## config.mk

```make
export PLATFORM = sky130hd
export DESIGN_NAME = shift_logical_right
export DESIGN_NICKNAME = d
export VERILOG_FILES = /design/src/rtl/shift_logical_right.sv
export SDC_FILE = /design/constraint.sdc
export NUM_CORES = 1
export LEC_CHECK = 0
export CORE_ASPECT_RATIO = 0.5
export CORE_MARGIN = 3
export CORE_UTILIZATION = 58
export DETAILED_ROUTE_END_ITERATION = 6
export MAX_ROUTING_LAYER = met4
export PLACE_DENSITY = 0.9
export SYNTH_ARGS = -nofsm -noshare
export SYNTH_HDL_FRONTEND = slang
export SYNTH_SLANG_ARGS = --single-unit
```

## constraint.sdc

```tcl
create_clock -name clk -period 3.36 [get_ports clk]
set_input_delay 0.336 -clock clk [delete_from_list [all_inputs] [get_ports clk]]
set_output_delay 0.336 -clock clk [all_outputs]
set_load 0.005 [all_outputs]
```

## src/rtl/shift_logical_right.sv

```systemverilog
// Registered 64-bit logical right shifter: six-stage log barrel datapath
// feeding a single result register with a one-cycle valid strobe.
module shift_logical_right (
    input  logic        clk,
    input  logic        rst_n,
    input  logic        in_valid,
    input  logic [63:0] a,
    input  logic [5:0]  b,
    output logic [63:0] slr_ab,
    output logic        out_valid
);

    logic [63:0] stage_data [0:6];

    assign stage_data[0] = a;

    // Stage k shifts by 2^k when b[k] is set, zero-filling from the MSB end.
    for (genvar k = 0; k < 6; k++) begin : g_stage
        localparam int SH = 1 << k;
        assign stage_data[k+1] = b[k] ? {{SH{1'b0}}, stage_data[k][63:SH]}
                                      : stage_data[k];
    end

    always_ff @(posedge clk or negedge rst_n) begin
        if (!rst_n) begin
            slr_ab    <= 64'h0;
            out_valid <= 1'b0;
        end else begin
            out_valid <= in_valid;
            if (in_valid) begin
                slr_ab <= stage_data[6];
            end
        end
    end

endmodule

```

== Yosys cells after proc, flatten, opt, wreduce, memory -nomap -nowiden ==
Index checks and enable logic that the tools add are counted.

* Mux-type cells: 6

{| class="wikitable"
|+ Operators with widths
! cell !! number
|-
| $mux W64 || 6
|}

* Register bits after elaboration: 65
* Bits of input ports: 73
* Output and inout bits: 65
* Word-level logic and storage cells: 8

== Logic depth before layout (Yosys ltp) ==
* Depth after elaboration: 6
* Mapped depth: 10
* Depth with buffers taken out: 5

== Worst setup path before layout ==
No wires, ideal clock.

* Kind: input -> register
* Start: in b[0]
* End: reg slr_ab[13]
* Library setup time: 0.124 ns
* Arrival time: 2.059 ns
* Data required time: 3.236 ns
* Slack: 1.177 ns
* Stages: 8
* Buffers on the path: 3
* Path through: buf_6 > buf_12 > buf_6 > mux4_2 > mux2_2 > mux2i_1 > nor2_1 > a211o_1

* Cells in the longest elaborated chain, start to end: 6

{| class="wikitable"
|+ RTL lines
! item !! RTL line !! source
|-
| from (decl) || 8 || <nowiki>input logic [5:0] b,</nowiki>
|-
| $mux W64 (6 in a row) || 20 || <nowiki>assign stage_data[k+1] = b[k] ? {{SH{1'b0}}, stage_data[k][63:SH]}</nowiki>
|-
| to (signal assigned) || 31 || <nowiki>slr_ab <= stage_data[6];</nowiki>
|-
| to (decl) || 9 || <nowiki>output logic [63:0] slr_ab,</nowiki>
|}

No other way between the ends.
A chain may end at the register's enable or synchronous reset.

== Worst setup path in the final report ==
* Start: in b[0]
* End: reg slr_ab[10]

Same word-level chain as after synthesis.

==> results.json <==
{
  "cts_sinks": 65,
  "clock_tree.root_cell": "clkbuf_16",
  "synth_cells": 617,
  "fmax_ghz": 0.370,
  "drc": 1,
  "synth_edf_count": 0,
  "final_common_cell": "clkdlybuf4s50_1",
  "yosysWarningCount": 0,
  "post-route-min-period_ps": 2700,
  "highest_layer": "met4",
  "dr_wl_met2_mm": 11.3,
  "layout.nets": 809,
  "clk_pin_slew_ps": 60,
  "cp-start-kind": "input port",
  "drv_cap": 0,
  "drive_gt1_share_pct": 24.6,
  "synthFlopType": "dfrtp_1",
  "max_slew_margin_pct": 20.4,
  "placed_cell_area_sq_mm": 0.00832,
  "cp.required_ps": 3540,
  "synthesis.nets": 690,
  "setup_ws_ps": 657,
  "final_cells": 900,
  "place_congestion": 1.03,
  "n_fill_cell": 765,
  "numCtsBuffers": 9,
  "drv_slew": 0,
  "syn-mean-instance-area_sq_um": 11.1,
  "syn_area_sq_mm": 0.00682,
  "ctsHoldBuffers": 1,
  "grt_pass1_wl_mm": 41.5,
  "area_growth_syn_to_layout_pct": 26.6,
  "yosysUniqueCellTypes": 64,
  "hpwlAfterDp_mm": 21.1,
  "multiInputGateArea_sq_mm": 0.00480,
  "first_pass_iters": 7,
  "h-tree-depth": 3,
  "initial_utilization_pct": 60.8,
  "ys_seq_elements": 65,
  "postCtsSetupBuffers": 0,
  "worst_hold_path_type": "input port to async pin",
  "grt_pass1_vias": 6414,
  "final_hold_viol_count": 0,
  "grt-ovfl-total": 0,
  "grt_antenna_before_repair": 0,
  "die_h_microns": 82.7,
  "grt_util_all_layers_pct": 43.8,
  "mostFrequentLayoutCells": "clkdlybuf4s50_1 (132), mux4_2 (78), dfrtp_1 (65)",
  "endpoint_kind": "flip-flop",
  "grt_max_degree": 50,
  "dr_wl_met3_mm": 4.98,
  "coreArea_sq_mm": 0.0112,
  "place_ws_ps": 498,
  "finalCritPeriodShare_pct": 80.4,
  "async_flop_share_pct": 100,
  "clock_latency_ps": 330,
  "post-route-util_pct": 77.0,
  "rsz0062_at_grt": "no",
  "dp_cells": 883,
  "violations": "DRC",
  "final_area_sq_mm": 0.00863,
  "status": "complete, but fails checks",
  "cts_max_path_buffers": 2,
  "cts.repair.resized": 0,
  "seqCellArea_sq_mm": 0.00163,
  "diodes": 0,
  "p_leak_nw": 3.37,
  "fin_skew_ps": 0,
  "num_rows": 27,
  "num_vias": 6998,
  "synth-seq-area-share_pct": 23.9,
  "cts_tree": "yes",
  "tns_ps": 0,
  "die_area_sq_mm": 0.0132,
  "drt_iter0_markers": 1387,
  "num_io_pins": 138,
  "wl_met1_mm": 11.0,
  "ant_nets": 0,
  "postRouteWirelength_mm": 28.1,
  "via_per_inst": 7.78,
  "port_buffers": 137,
  "die_w_microns": 159,
  "wl_per_cell_microns": 31.2,
  "tightestPinTransition_ps": 1180,
  "vdd_drop_max_v": 0.000280,
  "setup_violations": 0,
  "pwr_density_cell_mw_per_mm2": 377,
  "crit_type": "input port to flip-flop",
  "cp_max_fo": 47,
  "cp.arrival_ps": 2880
}
==> cells by family after synthesis <==
logic type / share of synthesized area [%]
multiplexers: 42.6
AO/OA/AOI/OAI: 18.8
AND/OR/NAND/NOR: 8.92
buffers and inverters: 5.87
flip-flops: 23.9
==> power breakdown <==
| part | leakage (nW) | internal, mW | switching (mW) |
|---|---|---|---|
| Sequential | 0.844 | 0.875 | 0.0679 |
| Combinational | 2.38 | 0.642 | 0.705 |
| Clock | 0.141 | 0.595 | 0.370 |
| Total | 3.37 | 2.11 | 1.14 |
==> layout make-up <==
cell class	instances	share of cell area, %
tap	159	2.30
clock inverter	6	0.768
sequential	65	18.8
timing repair buffer	172	19.3
clock buffer	10	2.77
multi-input combinational	477	55.6
inverter	11	0.478
==> worst paths after layout <==
check | from | end | slack, ps | cells past startpoint
max in group asynchronous | rst_n | slr_ab[13] | 2090 | 3
hold / removal | rst_n | slr_ab[38] | 490 | 2
min in group clk | slr_ab[56] | slr_ab[56] | 490 | 1
setup reg to reg | slr_ab[4] | slr_ab[4] | 2190 | 2
setup / recovery | b[0] | slr_ab[10] | 660 | 6
hold reg to reg | slr_ab[56] | slr_ab[56] | 490 | 1
==> synthesized netlist by cell type, drive strengths merged (15+ instances only) <==
library cell   n  area share [%]
nand2         51             2.8
nor2          25             1.4
o2bb2ai       22             2.8
mux2          39             6.4
a22oi         22             2.4
dfrtp         65              24
mux2i         63             9.2
buf           37             3.8
nand3         15             1.1
o21ai         20             1.5
o211ai        18             2.0
clkbuf        27             1.5
mux4          81              27
==> worst max-delay path, stage by stage <==
cell,delay [ps]
buf_4,430
buf_12,380
mux4_2,570
mux2_2,290
o21ai_0,660
o211ai_1,190
==> per-stage QoR <==
stage                     hold WS [ps]  power [mW]
after floorplan                   40.4        1.62
after global placement             286        2.20
after detailed placement           291        2.22
after CTS                          490        3.19
after global routing               508        3.34
final                              492        3.25
==> routing by layer <==
metal / vias to the layer above / GRT usage (%)
li1: 2760 / -
met1: 3438 / 62.1
met2: 698 / 59.7
met3: 102 / 16.4
met4: 0 / 9.08
met5: - / -
==> sequential cells by signal (all words and copies together) (netlist names) <==
| name | cells |
|---|---|
| slr_ab | 64 |
| out_valid | 1 |
Note: power is estimated with default switching activity, not from simulation.
